`config.mk`:
```
export PLATFORM = sky130hd
export DESIGN_NAME = ir_queue
export DESIGN_NICKNAME = d
export VERILOG_FILES = /design/src/rtl/ir_queue.sv
export SDC_FILE = /design/constraint.sdc
export NUM_CORES = 1
export LEC_CHECK = 0
export CAP_MARGIN = 10
export CORE_MARGIN = 2
export CORE_UTILIZATION = 38
export DETAILED_ROUTE_END_ITERATION = 10
export REMOVE_ABC_BUFFERS = 1
export SYNTH_ARGS = -nofsm -noshare
export SYNTH_HDL_FRONTEND = slang
export SYNTH_SLANG_ARGS = --single-unit
export TNS_END_PERCENT = 30
```
`constraint.sdc`:
```
create_clock -name clk -period 3.2 [get_ports clk]
set_input_delay 0.64 -clock clk [delete_from_list [all_inputs] [get_ports clk]]
set_output_delay 0.64 -clock clk [all_outputs]
set_load 0.01 [all_outputs]
```
`src/rtl/ir_queue.sv`:
```
// rtl/ir_queue.sv - bus-side instruction FIFO presenting opcode/operand under valid/ack.
// Optional IR_OPERAND_OUT_EN adds a registered tristate operand driver onto busOUT.
module ir_queue #(
  parameter int WIDTH = 16,
  parameter int OPC_W = 4,
  parameter int DEPTH = 4
) (
  input  logic                       clk,
  input  logic                       reset,
  input  logic [WIDTH-1:0]           busIN,
  input  logic                       IR_IN,
  input  logic                       ack,
`ifdef IR_OPERAND_OUT_EN
  input  logic                       IR_OUT,
  output logic [WIDTH-1:0]           busOUT,
`endif
  output logic                       valid,
  output logic [OPC_W-1:0]           opcode,
  output logic [WIDTH-OPC_W-1:0]     operand,
  output logic                       full,
  output logic                       empty,
  output logic [$clog2(DEPTH):0]     count,
  output logic                       overflow
);

  localparam int AW = $clog2(DEPTH);
  localparam int CW = AW + 1;
  localparam logic [CW-1:0] C_ONE  = CW'(1);
  localparam logic [CW-1:0] C_LAST = CW'(DEPTH - 1);

  typedef enum logic [1:0] {
    S_EMPTY,
    S_PARTIAL,
    S_FULL
  } occ_t;

  logic [WIDTH-1:0] r_mem [DEPTH];
  logic [AW-1:0]    r_wr_ptr;
  logic [AW-1:0]    r_rd_ptr;
  logic [CW-1:0]    r_count;
  logic             r_overflow;
  occ_t             r_state;

  logic             w_pop;
  logic             w_push;
  logic [WIDTH-1:0] w_head;

  assign empty = (r_state == S_EMPTY);
  assign full  = (r_state == S_FULL);
  assign valid = !empty;
  assign count = r_count;
  assign overflow = r_overflow;

  // A pop frees the slot in the same edge, so a full queue still accepts a load.
  assign w_pop  = valid & ack;
  assign w_push = IR_IN & (!full | w_pop);

  assign w_head  = r_mem[r_rd_ptr];
  assign opcode  = empty ? '0 : w_head[WIDTH-1 -: OPC_W];
  assign operand = empty ? '0 : w_head[WIDTH-OPC_W-1:0];

  always_ff @(posedge clk) begin
    if (!reset && w_push) begin
      r_mem[r_wr_ptr] <= busIN;
    end
  end

  always_ff @(posedge clk) begin
    if (reset) begin
      r_wr_ptr   <= '0;
      r_rd_ptr   <= '0;
      r_count    <= '0;
      r_overflow <= 1'b0;
      r_state    <= S_EMPTY;
    end else begin
      if (w_push) begin
        r_wr_ptr <= r_wr_ptr + 1'b1;
      end
      if (w_pop) begin
        r_rd_ptr <= r_rd_ptr + 1'b1;
      end
      if (IR_IN && !w_push) begin
        r_overflow <= 1'b1;
      end
      if (w_push && !w_pop) begin
        r_count <= r_count + C_ONE;
        case (r_state)
          S_EMPTY:   r_state <= (C_LAST == '0) ? S_FULL : S_PARTIAL;
          S_PARTIAL: r_state <= (r_count == C_LAST) ? S_FULL : S_PARTIAL;
          default:   r_state <= r_state;
        endcase
      end else if (w_pop && !w_push) begin
        r_count <= r_count - C_ONE;
        case (r_state)
          S_FULL:    r_state <= (C_LAST == '0) ? S_EMPTY : S_PARTIAL;
          S_PARTIAL: r_state <= (r_count == C_ONE) ? S_EMPTY : S_PARTIAL;
          default:   r_state <= r_state;
        endcase
      end
    end
  end

`ifdef IR_OPERAND_OUT_EN
  logic             r_bus_en;
  logic [WIDTH-1:0] r_bus_word;

  // Snapshot of the head operand; reading it onto the bus does not consume the entry.
  always_ff @(posedge clk) begin
    if (reset) begin
      r_bus_en   <= 1'b0;
      r_bus_word <= '0;
    end else begin
      r_bus_en   <= IR_OUT;
      r_bus_word <= {{OPC_W{1'b0}}, operand};
    end
  end

  assign busOUT = r_bus_en ? r_bus_word : {WIDTH{1'bz}};
`endif

endmodule

```
==> results by group <==
Routing
  – TritonRoute pass-1 iters: 4
  – Via Count: 1616
  – DRC viols: 0
  – Routed WL per cell: 15.21 um
  – Post-Route WL: 5248 um
  – Detailed Route Iter0 Violations: 71
  – Post-DRT Antenna Nets: 0
  – Vias per cell: 4.684

Pwr
  – Pwr dens: roughly 540 nW/um2
  – Worst VDD drop: approximately 0.22 mV
  – Static leakage: 1.314 nW

Worst setup path
  – RR Endpoint: r_state[1]
  – Max stage delay on crit path: approximately 0.57 ns
  – Crit start category: flip-flop
  – Required @ worst endpoint: ~2.6 ns
  – R2R Path Start: r_state[1]
  – Critical path capture point type: primary output
  – Critical path peak fanout: 16
  – Critical path type: reg2out
  – Flop2flop setup slack: 1.08 ns
  – Reg2reg path depth: 7
  – CP Cell Sequence: buf_4, mux4_1, nor2b_1, clkdlybuf4s50_1
  – Critical Path Slowest Stage Cell: mux4_1
  – Critical Path AT: 2.19 ns

Floorplanning
  – # rows: 33
  – CORE AREA: 8217 um2
  – Initial core utilization: ~40%
  – Top Ports: 43
  – Die Span Y: between 90 and 100 um
  – Die area: ~9000 um2
  – Die width: 95.97 um

Clock network
  – TritonCTS clock tree: built
  – CTS Buf Count: 9
  – Clk buf depth: 2
  – Worst-Skew Late Latency: 0.35 ns
  – Root Driver: clkbuf_8
  – Setup Buffers After CTS: 0
  – Clock slew at reported path FFs: 0.08 ns
  – CTS Hold Bufs: 0
  – Resized cells post-CTS: 0
  – Clock Sinks: 76
  – H-tree Lvls: 3

Place
  – DP Worst Slack: just under 0.6 ns
  – Total placed cells including tap cells: 329
  – I/O Buffers: 42
  – Placed cell area: 3761 um2
  – DP Wirelength: between 3000 and 4000 um
  – GPL Wtd Cong: between 0.7 and 0.8

Worst hold path
  – Hold path start: overflow
  – Worst hold endpoint: overflow
  – Worst hold path type: reg2reg
  – Hold path depth: 2

Timing
  – Number of setup violations in the final report: 0
  – Final slew viol count: 0
  – Post-route clock period utilization: 88.58%
  – Worst Tran Pin Value: 0.6482 ns
  – Worst clock skew: 0.005995 ns
  – Fin. Hold Viols: 0
  – Setup_tns: 0 ns
  – Hold WS: 0.4938 ns
  – Max transition margin: approximately 57%
  – RSZ-0062 raised after global routing: no
  – FMAX: 0.3528 GHz
  – Min cycle time layout: 2.835 ns
  – Slack of the critical path: 0.3654 ns

Yosys
  – Top FF cell, synth: edfxtp_1
  – Syn Inst Count: ~190
  – Yosys cell types: 32
  – Syn_area_per_cell: around 17 um2
  – Register area share after synthesis: 67.26%
  – Async SR Flop Fraction: 0%
  – YS warnings: 0
  – Synth Register Bits: 76
  – Mapped cell area: 3214 um2
  – Post-synth EDFFs: 64

GRT
  – Overall global routing resource usage: 12.50%
  – Initial antenna violation count: 0
  – Vias in the first global route: about 1600
  – Global-route wire length before repair: 8176 um
  – Largest net degree at the start of global routing: 19
  – Grt total ovfl: 0

Flow run
  – Max Cap Viol: 0

Final layout
  – Post-layout net count: 265
  – Synthesis-to-finish area growth: 22.97%
  – Fraction of layout cells with a size suffix above 1: 17.92%
  – Antenna cells: 0
  – Finished Cell Area: 3953 um2
  – Finished Layout Cells: 345

Run status
  – Status: completed
## synth_stat cells, types with 2 or more instances
| library cell | number | area (um2) |
|---|---|---|
| nand2_1 | 2 | 7.510 |
| nor2b_4 | 3 | 41.29 |
| edfxtp_1 | 64 | 1922 |
| buf_2 | 4 | 20.02 |
| mux2i_1 | 2 | 20.02 |
| clkbuf_1 | 4 | 15.01 |
| nor2b_1 | 16 | 100.1 |
| xor2_1 | 2 | 17.52 |
| nor2_1 | 10 | 37.54 |
| dfxtp_1 | 12 | 240.2 |
| ha_1 | 10 | 125.1 |
| o21ai_0 | 6 | 30.03 |
| a21oi_1 | 4 | 20.02 |
| nor3b_1 | 6 | 45.04 |
| mux4_2 | 10 | 225.2 |
| inv_1 | 8 | 30.03 |
| nand2b_1 | 2 | 12.51 |
| mux4_1 | 6 | 157.7 |
| buf_6 | 2 | 22.52 |
## final cells by class
type	instances	area [um2]
clock buffers	9	123.9
inverters	9	33.78
fillers	714	4264
multi-input cells	90	960.9
flip-flops and latches	76	2162
well taps	105	131.4
clock inverters	7	67.56
repair buffers	49	473.0
## sequential cells by signal, summed over array words and instances (netlist names), named ones only
register / cells
overflow: 1
r_state: 2
r_wr_ptr: 2
r_rd_ptr: 2
count: 3
r_mem: 64
## report_power, final
part	internal, W	switching, W	total [W]
sequential	0.00111	0.0000233	0.00113
combinational	0.000170	0.000135	0.000305
clock	0.000356	0.000344	0.000700
total	0.00163	0.000503	0.00214
## kinds of logic after synthesis
group | count (synthesis) | synth area share (%)
mux | 19 | 12.88
simple gates | 44 | 9.187
buf+inv | 20 | 3.464
xor+xnor | 3 | 0.8176
compound gates | 14 | 2.492
fa+ha+maj | 10 | 3.893
flops | 76 | 67.26
## routing by layer
layer	GRT usage, %	up-vias	part of all wire [%]
met5	0	-	0
met3	3.994	9	4.6
met4	5.714	0	2.0
met2	20.28	33	49
met1	15.25	776	45
li1	-	798	-
## worst max-delay path by stage
stage / slack, ns / to / start
after global placement: 0.59 / r_state[1] / ack
after detailed placement: 0.58 / r_state[1] / ack
after floorplan: 0.62 / r_mem[1][0] / ack
after global routing: 0.24 / opcode[2] / flip-flop
after CTS: 0.32 / opcode[2] / flip-flop
final: 0.37 / opcode[2] / flip-flop
## worst max-delay path: cells and delay by family, from the launching register on
kind | cells | cell delay, ns
simple gates | 1 | 0.16
flops | 1 | 0.31
buf+inv | 2 | 0.81
mux | 1 | 0.57
## stage by stage
step                utilization, %  power [W]
floorplan                        -   0.001321
global placement             45.77   0.001467
detailed placement           45.77   0.001469
CTS                          48.10   0.002163
global route                 48.10   0.002229
finish                       48.10   0.002138
## cells in the final DEF (no fill, tap or decap), types with 2 or more instances in the layout
cell type	n
clkdlybuf4s50_1	42
mux4_1	6
nand2_1	2
o21ai_0	6
nor2b_1	16
nor3b_1	2
xor2_1	2
mux2i_1	2
buf_4	7
nand2b_1	2
ha_1	10
clkbuf_8	9
a21oi_1	4
nor3b_2	5
inv_1	8
mux4_2	10
dfxtp_1	12
nor2b_4	3
clkinv_4	2
edfxtp_1	64
clkinv_1	2
nor2_1	10
Power figures use the tool's default switching activity.
